<file path="src/rtl/cpu_pkg.sv">
// Shared core definitions: datapath width, instruction size, reset vector
// and the fetch-queue entry bundle.
package cpu_pkg;

    localparam int XLEN        = 32;
    localparam int INSTR_BYTES = 4;

    localparam logic [XLEN-1:0] RESET_PC = 32'h0000_0000;

    typedef struct packed {
        logic [XLEN-1:0] instr;
        logic [XLEN-1:0] pc;
    } fetch_entry_t;

endpackage

</file>
<file path="src/rtl/if_sync_fifo.sv">
// Synchronous DEPTH x WIDTH FIFO with clear, count, full and empty flags.
// Ports: clk, reset_n (async, active-low), i_clear (wins over push/pop),
//   i_push/i_wdata, i_pop, o_rdata (head, zero when empty), o_count,
//   o_full, o_empty.  DEPTH must be a power of two >= 2.
module if_sync_fifo #(
    parameter int DEPTH = 4,
    parameter int WIDTH = 32,
    localparam int AW = $clog2(DEPTH),
    localparam int CW = AW + 1
) (
    input  logic             clk,
    input  logic             reset_n,
    input  logic             i_clear,
    input  logic             i_push,
    input  logic [WIDTH-1:0] i_wdata,
    input  logic             i_pop,
    output logic [WIDTH-1:0] o_rdata,
    output logic [CW-1:0]    o_count,
    output logic             o_full,
    output logic             o_empty
);

    logic [WIDTH-1:0] r_mem [DEPTH];
    logic [AW-1:0]    r_wr_ptr;
    logic [AW-1:0]    r_rd_ptr;
    logic [CW-1:0]    r_count;

    logic w_do_pop;
    logic w_do_push;

    assign o_count = r_count;
    assign o_empty = (r_count == '0);
    assign o_full  = (r_count == CW'(DEPTH));

    // A push into a full FIFO is accepted when the head leaves this cycle.
    assign w_do_pop  = i_pop && !o_empty;
    assign w_do_push = i_push && (!o_full || w_do_pop);

    always_ff @(posedge clk or negedge reset_n) begin
        if (!reset_n) begin
            r_wr_ptr <= '0;
            r_rd_ptr <= '0;
            r_count  <= '0;
        end else if (i_clear) begin
            r_wr_ptr <= '0;
            r_rd_ptr <= '0;
            r_count  <= '0;
        end else begin
            if (w_do_push) r_wr_ptr <= r_wr_ptr + AW'(1);
            if (w_do_pop)  r_rd_ptr <= r_rd_ptr + AW'(1);
            r_count <= r_count + CW'(w_do_push) - CW'(w_do_pop);
        end
    end

    always_ff @(posedge clk) begin
        if (w_do_push && !i_clear) r_mem[r_wr_ptr] <= i_wdata;
    end

    assign o_rdata = o_empty ? '0 : r_mem[r_rd_ptr];

endmodule

</file>
<file path="src/rtl/if_fetch_queue.sv">
// Instruction-fetch stage: owns the PC, issues credit-limited in-order
// requests to instruction memory, queues returned words with their PCs for
// decode, and discards stale responses after a redirect.
// Ports: clk, reset_n (async, active-low);
//   imem_req_valid/ready/addr  - fetch request port;
//   imem_rsp_valid/data        - in-order responses, one per request;
//   redirect_valid/pc          - taken branch/jump target;
//   stall                      - freeze PC and request issue;
//   out_valid/ready/instr/pc   - queue head towards decode;
//   if_flush                   - one-cycle flush pulse (also high in reset).
// Optional IF_FETCH_PERF_EN adds saturating counters perf_stall_cycles,
//   perf_dropped and perf_redirects.
module if_fetch_queue
    import cpu_pkg::*;
#(
    parameter int XLEN = cpu_pkg::XLEN,
    parameter int DEPTH = 4,
    parameter logic [XLEN-1:0] RESET_PC = XLEN'(cpu_pkg::RESET_PC)
) (
    input  logic            clk,
    input  logic            reset_n,
    output logic            imem_req_valid,
    input  logic            imem_req_ready,
    output logic [XLEN-1:0] imem_req_addr,
    input  logic            imem_rsp_valid,
    input  logic [XLEN-1:0] imem_rsp_data,
    input  logic            redirect_valid,
    input  logic [XLEN-1:0] redirect_pc,
    input  logic            stall,
    output logic            out_valid,
    input  logic            out_ready,
    output logic [XLEN-1:0] out_instr,
    output logic [XLEN-1:0] out_pc,
    output logic            if_flush
`ifdef IF_FETCH_PERF_EN
    ,
    output logic [31:0]     perf_stall_cycles,
    output logic [31:0]     perf_dropped,
    output logic [31:0]     perf_redirects
`endif
);

    localparam int CW = $clog2(DEPTH) + 1;

    typedef struct packed {
        logic [XLEN-1:0] instr;
        logic [XLEN-1:0] pc;
    } entry_t;

    logic [XLEN-1:0] r_pc;
    logic [CW-1:0]   r_outstanding;
    logic [CW-1:0]   r_drop_cnt;
    logic            r_flush;

    logic            w_rsp;
    logic            w_drop;
    logic            w_push;
    logic            w_pop;
    logic            w_credit;
    logic            w_req_fire;
    entry_t          w_q_wdata;
    entry_t          w_q_rdata;
    logic [CW-1:0]   w_q_count;
    logic            w_q_full;
    logic            w_q_empty;
    logic [XLEN-1:0] w_t_pc;
    logic [CW-1:0]   w_t_count;
    logic            w_t_full;
    logic            w_t_empty;

    // A response without anything outstanding is ignored.
    assign w_rsp  = imem_rsp_valid && (r_outstanding != '0);
    assign w_drop = w_rsp && (r_drop_cnt != '0);
    assign w_push = w_rsp && !w_drop && !redirect_valid;
    assign w_pop  = out_valid && out_ready && !redirect_valid;

    // Queued plus in-flight words never exceed the queue size.
    assign w_credit = (int'(w_q_count) + int'(r_outstanding)) < DEPTH;

    assign imem_req_valid = reset_n && !stall && !redirect_valid && w_credit;
    assign imem_req_addr  = r_pc;
    assign w_req_fire     = imem_req_valid && imem_req_ready;

    // Tracks addresses of live (non-stale) requests, oldest first.
    if_sync_fifo #(
        .DEPTH (DEPTH),
        .WIDTH (XLEN)
    ) u_pc_track (
        .clk     (clk),
        .reset_n (reset_n),
        .i_clear (redirect_valid),
        .i_push  (w_req_fire),
        .i_wdata (r_pc),
        .i_pop   (w_rsp && !w_drop),
        .o_rdata (w_t_pc),
        .o_count (w_t_count),
        .o_full  (w_t_full),
        .o_empty (w_t_empty)
    );

    assign w_q_wdata.instr = imem_rsp_data;
    assign w_q_wdata.pc    = w_t_pc;

    if_sync_fifo #(
        .DEPTH (DEPTH),
        .WIDTH ($bits(entry_t))
    ) u_queue (
        .clk     (clk),
        .reset_n (reset_n),
        .i_clear (redirect_valid),
        .i_push  (w_push),
        .i_wdata (w_q_wdata),
        .i_pop   (w_pop),
        .o_rdata (w_q_rdata),
        .o_count (w_q_count),
        .o_full  (w_q_full),
        .o_empty (w_q_empty)
    );

    assign out_valid = !w_q_empty;
    assign out_instr = w_q_rdata.instr;
    assign out_pc    = w_q_rdata.pc;
    assign if_flush  = r_flush;

    always_ff @(posedge clk or negedge reset_n) begin
        if (!reset_n) begin
            r_pc          <= {RESET_PC[XLEN-1:2], 2'b00};
            r_outstanding <= '0;
            r_drop_cnt    <= '0;
            r_flush       <= 1'b1;
        end else begin
            r_flush       <= redirect_valid;
            r_outstanding <= r_outstanding + CW'(w_req_fire) - CW'(w_rsp);
            if (redirect_valid) begin
                r_pc       <= {redirect_pc[XLEN-1:2], 2'b00};
                // Every request still in flight after this edge is stale.
                r_drop_cnt <= r_outstanding - CW'(w_rsp);
            end else begin
                if (w_req_fire) r_pc <= r_pc + XLEN'(INSTR_BYTES);
                if (w_drop)     r_drop_cnt <= r_drop_cnt - CW'(1);
            end
        end
    end

`ifdef IF_FETCH_PERF_EN
    logic [31:0] r_perf_stall;
    logic [31:0] r_perf_drop;
    logic [31:0] r_perf_redir;

    always_ff @(posedge clk or negedge reset_n) begin
        if (!reset_n) begin
            r_perf_stall <= '0;
            r_perf_drop  <= '0;
            r_perf_redir <= '0;
        end else begin
            if (!out_valid && out_ready && r_perf_stall != '1)
                r_perf_stall <= r_perf_stall + 32'd1;
            if (w_rsp && (w_drop || redirect_valid) && r_perf_drop != '1)
                r_perf_drop <= r_perf_drop + 32'd1;
            if (redirect_valid && r_perf_redir != '1)
                r_perf_redir <= r_perf_redir + 32'd1;
        end
    end

    assign perf_stall_cycles = r_perf_stall;
    assign perf_dropped      = r_perf_drop;
    assign perf_redirects    = r_perf_redir;
`endif

    a_rsp_has_req: assert property (@(posedge clk) disable iff (!reset_n)
        imem_rsp_valid |-> r_outstanding != '0);
    a_track_room: assert property (@(posedge clk) disable iff (!reset_n)
        w_req_fire |-> !w_t_full);
    a_track_live: assert property (@(posedge clk) disable iff (!reset_n)
        w_push |-> !w_t_empty);
    a_track_cnt: assert property (@(posedge clk) disable iff (!reset_n)
        w_t_count <= r_outstanding);
    a_queue_room: assert property (@(posedge clk) disable iff (!reset_n)
        (w_push && !w_pop) |-> !w_q_full);

endmodule

</file>
<file path="config.mk">
export PLATFORM = sky130hd
export DESIGN_NAME = if_fetch_queue
export DESIGN_NICKNAME = d
export VERILOG_FILES = /design/src/rtl/cpu_pkg.sv /design/src/rtl/if_sync_fifo.sv /design/src/rtl/if_fetch_queue.sv
export SDC_FILE = /design/constraint.sdc
export NUM_CORES = 1
export LEC_CHECK = 0
export ABC_AREA = 1
export CAP_MARGIN = 40
export CORE_MARGIN = 3
export CORE_UTILIZATION = 40
export CTS_BUF_LIST = sky130_fd_sc_hd__clkbuf_8
export DETAILED_ROUTE_END_ITERATION = 10
export SLEW_MARGIN = 20
export SYNTH_ARGS = -nofsm -noshare
export SYNTH_HDL_FRONTEND = slang
export SYNTH_SLANG_ARGS = --single-unit
export TNS_END_PERCENT = 5
</file>
<file path="constraint.sdc">
create_clock -name clk -period 5.5 [get_ports clk]
set_clock_uncertainty 0.05 [all_clocks]
set_input_delay 1.375 -clock clk [delete_from_list [all_inputs] [get_ports clk]]
set_output_delay 1.375 -clock clk [all_outputs]
set_load 0.01 [all_outputs]
</file>
==> results of run 1 <==
worst max-delay path, delay by kind of cell, from the launching register on:
| kind | cells | cell delay [ns] |
|---|---|---|
| buffers and inverters | 3 | 1.07 |
| DFF | 1 | 0.80 |
| and+or+nand+nor | 1 | 0.15 |
| AOI/OAI and AO/OA | 2 | 0.35 |
placed cells by master, fill, tap and decap left out, types with 48 or more instances in the layout:
cell type / n
inv_1: 109
clkdlybuf4s50_1: 164
a21oi_1: 98
nor2_1: 435
o21ai_0: 197
dfrtp_1: 48
clkbuf_8: 75
nand2_1: 204
edfxtp_1: 372
nand3_1: 59
power breakdown:
group          total, mW  switching, mW  internal [mW]
clock network       2.71           1.25           1.46
logic               2.38           1.37           1.01
registers           3.91          0.191           3.72
total               9.00           2.81           6.19
routing by layer:
metal,wire length [um],track usage [%],part of all wire (%)
met5,0,0,0
met4,843,5.70,2.0
met3,2290,3.34,5.4
met2,20000,29.1,47
met1,19000,23.7,45
metrics by stage:
step | setup slack [ns] | util, % | cells | cell area, um2 | hold slack [ns]
final | 1.09 | 49.2 | 2493 | 21800 | 0.489
after global routing | 0.844 | 49.2 | 2493 | 21800 | 0.529
after CTS | 0.960 | 49.2 | 2493 | 21800 | 0.495
after detailed placement | 0.924 | 46.1 | 2361 | 20400 | 0.481
after global placement | 0.992 | 45.8 | 2357 | 20300 | 0.477
after floorplan | 0.321 | - | 1663 | 18000 | 0.451
worst max-delay path by stage:
stage,startpoint,end,slack (ns),depth (start not counted)
3_5_place_dp,redirect_valid,u_pc_track.r_mem[3][25],0.92,9
2_1_floorplan,imem_rsp_valid,u_queue.r_mem[0][10],0.32,3
5_1_grt,u_queue.r_rd_ptr[1],out_pc[17],0.84,6
4_1_cts,u_queue.r_rd_ptr[1],out_pc[17],0.96,6
3_3_place_gp,redirect_valid,u_pc_track.r_mem[3][25],0.99,9
6_report,u_queue.r_rd_ptr[1],out_pc[15],1.09,6
sequential cells by signal, summed over array words and instances (netlist names):
name,flops
if_flush,1
u_queue.r_rd_ptr,2
imem_req_addr,30
u_queue.r_wr_ptr,2
r_outstanding,3
u_pc_track.r_rd_ptr,2
r_drop_cnt,3
u_pc_track.r_mem,120
u_queue.o_count,3
u_pc_track.r_wr_ptr,2
u_pc_track.o_count,3
u_queue.r_mem,252
layout make-up:
| type | instances | area share, % |
|---|---|---|
| clock inverters | 57 | 1.67 |
| inverters | 84 | 1.45 |
| clock buffers | 75 | 4.73 |
| flip-flops and latches | 423 | 57.1 |
| multi-input cells | 1071 | 22.4 |
| repair buffers | 191 | 9.21 |
| well taps | 592 | 3.40 |
cells by family after synthesis:
family / after synthesis / share of synthesized area (%)
AND/OR/NAND/NOR: 722 / 15.8
flip-flops: 423 / 69.3
AO/OA/AOI/OAI: 303 / 8.48
buffers and inverters: 169 / 3.86
adder cells (fa/ha/maj): 24 / 1.80
XOR/XNOR: 15 / 0.731
other: 1 / 0.0209
multiplexers: 1 / 0.0557
==> impl_summary.md, run 1 <==
Die
The overall die area is 47500 um2. The total area inside the core boundary comes to 44300 um2. After floorplanning, the core was divided into just under 80 placement rows. The die height is 218 um.

The die is around 220 um wide. The initial utilization of the core area, before any placement, comes to 40.5%. The number of top-level pins is 170.

Pwr
The leakage component of the power is 8.02 nW. Total power for the finished layout comes to about 9 mW. The worst-case IR drop observed on VDD is 239 uV.

For this design the ratio of total power to cell area is 413 nW/um2.

Synth
The average instance in the mapped netlist occupies roughly 11 um2. By area the synthesized netlist is led by edfxtp_1 62%, nor2_1 9.3%, dfrtp_1 7.0%. The gate count after technology mapping is 1658. Synthesis inferred 423 register bits. The synthesized design devotes to its leading area cell type 62.2% of total area. Summing every instance area after synthesis gives 18000 um2. After synthesis, the share of flip-flops with an asynchronous set or reset is 12.1%. The leading cell type by number of instances after synthesis is nor2_1. Yosys mapped a number of flops with a built-in enable equal to 372. The yosys synthesis warning count is 0. The most frequently used flop master after synthesis is edfxtp_1.

The proportion of synthesized chip area in sequential cells is 69.3%. The largest area contributor in the synthesized netlist is edfxtp_1. By count the netlist is led by 444 x nor2_1, 372 x edfxtp_1, 204 x nand2_1.

The count of cell types in the netlist is 32.

Critical path
The cell with the largest stage delay on the worst path is dfrtp_2. The worst flop-to-flop path startpoint is r_outstanding[2]. Along the worst path, the maximum fanout reaches 44. The worst setup path is captured at an output pin.

The critical path's largest stage delay is 0.80 ns. The worst register-to-register path has a setup slack of 2.11 ns. The worst register-to-register path ends at u_pc_track.r_mem[3][18].

The signal on the critical path passes through clkinv_2 -> buf_4 -> nor2_1 -> o21ai_0 -> a21oi_1 -> clkdlybuf4s50_1. STA classifies the critical path startpoint as a register. Data on the critical path is required at its endpoint by 4.07 ns. The critical path start-end classification is register to output pin. The cell count of the worst reg-to-reg path is 9. Data arrives at the worst endpoint at 2.99 ns.

Clock tree
After clock tree synthesis, the flow added hold-fix buffers numbering 0. In this run, post-CTS repair resized a total of 0 instances. TritonCTS built the clock tree. At the later pin of the worst-skew pair, clock insertion delay measures roughly 0.60 ns. The buffer cell driving the clock tree root is clkbuf_8.

The number of setup buffers added after CTS is 0. After clock tree synthesis, the clock-pin slew on the worst setup and hold paths is around 0.060 ns. The H-tree depth is 3. The longest clock path from root to sink contains 3 buffers. The tree built by TritonCTS fans out to 423 sinks. Clock tree synthesis inserted a total of 72 buffers.

GRT
The global-route wire length before repair is 65.6 mm. The number of global-route vias before repair is 12000. The total global routing track utilization is 17.7%.

Entering global routing, the biggest net connects between 100 and 150 pins. The total overflow left after global routing is 0. The number of antenna violations at the first check in global routing came to 0.

Timing
The number of setup violations in the final report is 0. After routing, the total negative slack on setup checks comes to 0 ns. The highest achievable clock rate is around 230 MHz. Setup repair after global routing left no endpoint under its margin.

The final-report max-slew violation count is 0. The headroom to the max-slew limit is 51.0%. The final number of hold-violating endpoints is 0. The actual slew at the worst max-slew pin is 0.733 ns.

The worst path in the final design needs a cycle of 4.41 ns, including I/O delays and setup. The post-route fraction of the period consumed by the critical path is 80.3%.

Cells and area
The proportion of layout cells with a drive suffix above 1 is under 10%. The final antenna diode count is 0. Counting the fill cells in the layout gives between 3000 and 4000.

In the final layout, the multi-input gates occupy 4890 um2. The area growth from synthesis to layout is 21.4%. In the final layout, flip-flops and latches occupy between 10000 and 15000 um2. At the end of the flow, the number of nets in the layout was 1938.

Route
The remaining antenna violation count is 0. The first detailed-routing pass ran for 4 iterations. The detailed router finished its first iteration with 760 violations. In the final routed layout, each cell accounts on average for roughly 17 um. The number of vias per cell is 4.89. The number of DRC violations after detailed routing is 0. The total wire length after detailed routing is between 40 and 50 mm. For this block, the via count after detailed routing is 12200.

Placement
The wire-length estimate of the detail-placed layout is 25.1 mm. During placement, the flow inserted port buffers numbering 165. The final estimated routing congestion in global placement is 0.763.

Outcome
The flow ran to the end, and the final reports show no timing, DRC or antenna violations.

Worst hold path
In this run the most critical hold path is launched from r_outstanding[0]. The path class of the tightest hold or removal check is register to register. The path with the worst hold slack has its endpoint at r_outstanding[0].

Counting instances, the worst hold path has a depth of 1.

Run
Max-cap violations in this run came to 0.
Power figures use the tool's default switching activity.
==> run 2: changes to the inputs <==
Clock period 5.5 ns to 3.89 ns, I/O delays scaled along.
==> run 2 against run 1 <==
  * Register-to-register slack got worse by 1.0 ns
  * Critical path type unchanged
  * Combinational power rose by 44%
  * Hold slack improved by 0.021 ns
  * First-iteration DRC count rose by 1.3%
  * Sequential power rose by 41%
==> impl_summary.md, run 2 (synthesized netlist as in run 1, its figures left out) <==
Route
The via count of the routed design is 12300 (was 12200). The total wire length after detailed routing is 42.7 mm (was 42.1 mm). The number of DRC violations after detailed routing is 0 (unchanged). The number of search-and-repair iterations in the first detailed-routing pass was 5 (was 4). The remaining antenna violation count is 0 (unchanged). The number of violations reported at the end of detailed-routing iteration 0 is 770 (was 760). The number of vias per cell is 4.92 (was 4.89).

The routed length per placed instance was 17.1 um (was 16.9 um).

Clock tree
The clock sink count is 423 (unchanged). The H-tree depth was 3 (unchanged). The number of buffers inserted for hold repair after clock tree synthesis is 0 (unchanged). The maximum count of clock buffers along a single path is 3 (unchanged). The number of setup buffers added after CTS is 0 (unchanged). The clock latency on the worst-skew pair is 0.60 ns (about the same). The number of buffers added by the clock tree synthesis step is 72 (unchanged). The buffer cell driving the clock tree root is clkbuf_8 (unchanged).

The clock edge transition at the registers on the reported setup and hold paths is 0.06 ns (about the same). The TritonCTS clock tree is done (unchanged).

Critical path
The sort of element at the start of the critical path is a register (unchanged). The kind of cell with the highest combined delay on the critical path was buffers and inverters (unchanged). The worst setup slack for register-to-register paths is 1.08 ns (was 2.11 ns). The critical path start-end classification is register to output pin (unchanged). The highest fanout seen on the critical path is 24 (was 44). The capturing element type of the critical path is an output pin (unchanged). Series of cell instances along the critical path: inv_2 -> buf_4 -> nor2_1 -> o21ai_0 -> a21oi_1 -> clkdlybuf4s50_1 (was clkinv_2 -> buf_4 -> nor2_1 -> o21ai_0 -> a21oi_1 -> clkdlybuf4s50_1). The worst path buffer plus inverter count was 3 (unchanged). The arrival time at the worst endpoint is 2.71 ns (was 2.99 ns). The data required time of the critical path is 2.87 ns (was 4.07 ns). The cell with the largest stage delay on the worst path is dfrtp_4 (was dfrtp_2). The critical path's largest stage delay is 0.65 ns (was 0.80 ns).

Timing
The aggregate negative setup slack is 0 ns (unchanged). The post-route fraction of the period consumed by the critical path is 96.0%. The number of setup violations in the final report is 0 (unchanged). The minimum period implied by the final worst setup slack is 3.73 ns.

The worst hold margin is 0.510 ns (was 0.489 ns). Unrepaired setup endpoints after global routing: false (unchanged). The actual slew at the worst max-slew pin is 0.726 ns (was 0.733 ns). For this run, the top clock speed supported by timing is about 270 MHz. The headroom to the max-slew limit is 51.6% (was 51.0%).

The final number of hold-violating endpoints is 0 (unchanged). The final-report max-slew violation count is 0 (unchanged).

Outcome
Run status: finished, final reports clean (unchanged).

GRT
The total global routing track utilization is 17.8% (was 17.7%). The total overflow reported by the global router is 0 (unchanged). The maximum number of pins on one net before global-route repair is 84 (was 128). The number of antenna violations at the first check in global routing was 0 (unchanged). The global-route wire length before repair is 66.3 mm (was 65.6 mm). The number of global-route vias before repair is 12000 (about the same).

Pwr
The leakage component of the power came to 7.97 nW (was 8.02 nW). The peak ir drop on the vdd network is 237 uV (was 239 uV). The total power density per cell area was 578 nW/um2 (was 413 nW/um2). The register share of total power is 43.7% (was 43.4%).

The switching share of total power is 31.3% (was 31.2%). The total power is 12.6 mW (was 9.00 mW). The internal power consumption is 8.64 mW (was 6.19 mW). The part of the total power dissipated in combinational logic came to 27.2% (was 26.4%). The net switching power figure is 3.94 mW (was 2.81 mW). The power share of the clock group is 29.1% (was 30.1%).

Die
The die width is 218 um (unchanged). The die height is 218 um (unchanged). The placeable core area came to 44300 um2 (unchanged). The number of top-level pins is 170 (unchanged).

The row count was 77 (unchanged). The overall die area is 47500 um2 (unchanged). The effective utilization at floorplan is 40.5% (unchanged).

Cells and area
The number of flip-flops in the largest register is 252 (unchanged). The share of the core filled with cells was 49.1% (was 49.2%). The register with the most flip-flops is u_queue.r_mem (unchanged). The final antenna diode count was 0 (unchanged). The number of nets in the layout is 1945 (was 1938). The final design area excluding fillers came to 21700 um2 (was 21800 um2). The signed area change from the synthesized netlist to the final layout was 21.0% (was 21.4%). Leading cell types in the layout, fill and taps excluded: 435 x nor2_1, 372 x edfxtp_1, 204 x nand2_1 (unchanged).

The proportion of layout cells with a drive suffix above 1 is 7.62% (was 7.57%). The number of fillers in the final layout was 4045 (was 3983). The leading cell type in the layout, fill and taps excluded is nor2_1 (unchanged).

Run
The number of max-capacitance violations reported is 0 (unchanged).

Worst hold path
The type of the worst min-delay path is register to register (unchanged).

Placement
The HPWL after detailed placement was 25.0 mm (was 25.1 mm). The area of placed instances is 20400 um2 (about the same). The final estimated routing congestion in global placement came to 0.782 (was 0.763). The number of input and output port buffers inserted is 165 (unchanged).
## run 2: cell count changes in the layout (fill, tap and decap cells not counted), sizes merged
cell / before / now
buf: 27 / 34
bufinv: 4 / 2
clkbuf: 75 / 77
clkinv: 16 / 24
clkinvlp: 6 / 4
inv: 115 / 105
## run 2: layer usage
| metal | part of all wire, % | GRT usage, % | vias to the layer above |
|---|---|---|---|
| li1 | - | - | 6022 |
| met1 | 45 | 24.5 | 5882 |
| met2 | 47 | 28.6 | 320 |
| met3 | 5.1 | 3.19 | 67 |
| met4 | 2.4 | 6.33 | 0 |
| met5 | 0 | 0 | - |
## run 2: power groups by stage
stage / clock network, mW / logic [mW] / registers (mW)
floorplan: 0 / 1.72 / 5.52
global placement: 0 / 3.42 / 5.57
detailed placement: 0 / 3.47 / 5.58
CTS: 3.79 / 3.49 / 5.49
global route: 4.00 / 3.78 / 5.52
finish: 3.66 / 3.43 / 5.50
## run 2: final timing paths
path                                        start                endpoint  depth (start not counted)
min                        u_pc_track.r_wr_ptr[0]  u_pc_track.r_wr_ptr[0]                          1
max in group asynchronous                 reset_n     u_queue.r_rd_ptr[1]                          2
min in group asynchronous                 reset_n       imem_req_addr[25]                          2
max reg2reg                    u_queue.o_count[1]      u_queue.o_count[2]                         13
min reg2reg                u_pc_track.r_wr_ptr[0]  u_pc_track.r_wr_ptr[0]                          1
max                           u_queue.r_rd_ptr[1]               out_pc[3]                          6
## run 2: stage by stage
step / instances / setup slack (ns)
floorplan: 1663 / -0.886
global placement: 2367 / 0.436
detailed placement: 2368 / 0.435
CTS: 2496 / 0.0777
global route: 2496 / 0.0180
finish: 2496 / 0.157
## run 2: layout make-up
class / count / area, um2 / area share [%]
Sequential cell: 423 / 12500 / 57.3
Multi-Input combinational cell: 1071 / 4890 / 22.5
Timing Repair Buffer: 198 / 2020 / 9.29
Clock buffer: 77 / 1060 / 4.87
Tap cell: 592 / 741 / 3.41
Inverter: 84 / 315 / 1.45
Clock inverter: 51 / 264 / 1.21
## run 2: worst reg2reg max path, cell delays in order, from the launching register on
cell and delay (ns):
dfrtp_1 0.45, inv_1 0.08, nand2_1 0.11, nor2_4 0.42, inv_1 0.18, nand2_1 0.16
nor2_1 0.06, ha_1 0.28, inv_1 0.06, ha_1 0.13, inv_1 0.05, fa_1 0.39
and3_1 0.18, nor3_1 0.13
## run 2: repair_timing
action / CTS / global route
endpoints found under the setup margin: 5 / 0
resized for setup: 1 / 0
endpoints found under the hold margin: 0 / 0
==> run 3: changes to the inputs <==
Settings changed: CAP_MARGIN 40 to 10, CORE_UTILIZATION 40 to 50, PLACE_DENSITY from default to 0.71.
Clock period 3.89 ns to 3.7 ns, I/O delays scaled along.
==> run 3 against run 2 <==
  * Routed wire length down 5.5%
  * Power grew 5.0%
  * First-iteration DRC count grew 5.6%
  * Sequential share of layout area is 0.24 points higher
==> impl_summary.md, run 3 (synthesized netlist as in run 1, its figures left out) <==
Critical path
The critical path startpoint is u_queue.r_rd_ptr[0] (was u_queue.r_rd_ptr[1]). The arrival time at the worst endpoint is 2.59 ns (was 2.71 ns). The end point of the critical path is out_instr[13] (was out_pc[3]).

The cell count of the worst reg-to-reg path is 14 (was 13). The end of the worst register-to-register path is u_queue.o_count[2] (unchanged). The sort of element at the start of the critical path is a register (unchanged). The highest fanout seen on the critical path was 46 (was 24). The data required time of the critical path is 2.72 ns (was 2.87 ns).

The capturing element type of the critical path was an output pin (unchanged). The worst flop-to-flop path startpoint is u_queue.o_count[1] (unchanged). The worst setup slack for register-to-register paths is 0.91 ns (was 1.08 ns). The critical path start-end classification is register to output pin (unchanged).

Clock tree
The TritonCTS clock tree is done (unchanged). The clock latency on the worst-skew pair was 0.59 ns (was 0.60 ns). The H-tree depth is 3 (unchanged). The clock sink count was 423 (unchanged). The clock edge transition at the registers on the reported setup and hold paths is 0.06 ns (about the same). The number of buffers added by the clock tree synthesis step is 69 (was 72). The number of buffers inserted for hold repair after clock tree synthesis came to 0 (unchanged). The maximum count of clock buffers along a single path is 3 (unchanged). The buffer cell driving the clock tree root was clkbuf_8 (unchanged).

Cells and area
The signed area change from the synthesized netlist to the final layout is 20.5% (was 21.0%). The final design area excluding fillers is 21700 um2 (about the same). The share of the core filled with cells came to 61.9% (was 49.1%). The leading cell type in the layout, fill and taps excluded is nor2_1 (unchanged). The final antenna diode count is 0 (unchanged). The register with the most flip-flops is u_queue.r_mem (unchanged). The number of non-filler instances in the completed layout is 2360 (was 2496).

The proportion of layout cells with a drive suffix above 1 is 7.87% (was 7.62%). Leading cell types in the layout, fill and taps excluded: 435 x nor2_1, 372 x edfxtp_1, 204 x nand2_1 (unchanged). The number of nets in the layout is 1944 (was 1945). The number of flip-flops in the largest register is 252 (unchanged).

Route
The number of vias per cell is 5.24 (was 4.92). The via count of the routed design was 12400 (was 12300). The routed length per placed instance is 17.1 um (about the same).

The number of search-and-repair iterations in the first detailed-routing pass is 5 (unchanged). The number of DRC violations after detailed routing was 0 (unchanged). The number of violations reported at the end of detailed-routing iteration 0 is 813 (was 770). The remaining antenna violation count came to 0 (unchanged).

The total wire length after detailed routing came to 40.3 mm (was 42.7 mm).

Timing
Unrepaired setup endpoints after global routing: false (unchanged). The aggregate negative setup slack is 0 ns (unchanged). Subtracting the final worst setup slack from the clock period gives 3.56 ns. The worst hold margin was 0.479 ns (was 0.510 ns). The post-route fraction of the period consumed by the critical path is 96.3%.

The final-report max-slew violation count came to 0 (unchanged). The headroom to the max-slew limit was 28.1% (was 51.6%). The final number of hold-violating endpoints was 0 (unchanged). The number of setup violations in the final report is 0 (unchanged). The highest achievable clock rate is 281 MHz.

The actual slew at the worst max-slew pin was 1.08 ns (was 0.726 ns).

Die
The row count is 68 (was 77). The die width is 196 um (was 218 um). The number of top-level pins came to 170 (unchanged).

The effective utilization at floorplan is 51.4% (was 40.5%). The overall die area is 38200 um2 (was 47500 um2). The die height came to 196 um (was 218 um). The placeable core area is 35000 um2 (was 44300 um2).

Placement
The HPWL after detailed placement is 23.3 mm (was 25.0 mm). The cell count after placement is 2228 (was 2368). The area of placed instances was 20200 um2 (was 20400 um2).

The final estimated routing congestion in global placement is 0.857 (was 0.782). The number of input and output port buffers inserted is 165 (unchanged).

Run
The number of max-capacitance violations reported came to 0 (unchanged).

GRT
The number of antenna violations at the first check in global routing was 0 (unchanged). The global-route wire length before repair came to 62.9 mm (was 66.3 mm). The number of global-route vias before repair is 12000 (about the same). The maximum number of pins on one net before global-route repair is 65 (was 84). The total overflow reported by the global router was 0 (unchanged). The total global routing track utilization is 20.6% (was 17.8%).

Pwr
The leakage component of the power is 8.08 nW (was 7.97 nW). The total power density per cell area is 610 nW/um2 (was 578 nW/um2). The peak ir drop on the vdd network is 440 uV (was 237 uV).

Outcome
Run status: finished, final reports clean (unchanged).

Worst hold path
The type of the worst min-delay path is input pin to asynchronous set/reset pin (was register to register).
## run 3: what timing repair did
action,in CTS,in global routing
gates cloned,1,0
resized for setup,4,3
buffers inserted,0,4
endpoints found under the setup margin,4,57
## run 3: worst min path at each step
stage,from,endpoint,slack [ns],cells after the start
final,reset_n,imem_req_addr[28],0.48,2
after global routing,reset_n,imem_req_addr[28],0.52,2
after CTS,reset_n,imem_req_addr[28],0.50,2
after detailed placement,r_outstanding[0],r_outstanding[0],0.48,1
after global placement,r_outstanding[0],r_outstanding[0],0.48,1
after floorplan,r_outstanding[0],r_outstanding[0],0.45,1
## run 3: layout make-up
class                           instances  area [um2]
Inverter                               84         315
Clock buffer                           73        1000
Fill cell                            2763       13300
Timing Repair Buffer                  200        2090
Multi-Input combinational cell       1071        4890
Sequential cell                       423       12500
Clock inverter                         54         324
Tap cell                              455         569
## run 3: power by group
part	switching, mW	internal, mW	total, mW
registers	0.248	5.53	5.78
logic	2.05	1.53	3.58
clock network	1.79	2.06	3.84
## run 3: per-layer routing
layer	vias to the layer above	wire length, um	track usage [%]
met4	0	765	6.60
met2	410	19100	33.6
li1	6031	-	-
met3	67	2680	3.64
met1	5869	17800	28.6
met5	-	0	0
## run 3: metrics by stage
| step | power (mW) | worst slack (ns) |
|---|---|---|
| final | 13.2 | 0.137 |
| after CTS | 13.3 | -0.00530 |
| after floorplan | 7.61 | -1.03 |
| after detailed placement | 9.37 | 0.351 |
| after global routing | 13.9 | 0.00647 |
| after global placement | 9.30 | 0.341 |
## run 3: worst max-delay path: stages, from the launching register on
cell             delay, ns
dfrtp_4               0.57
inv_2                 0.17
bufbuf_16             0.37
o21ai_0               0.12
a21oi_1               0.19
clkdlybuf4s50_1       0.57
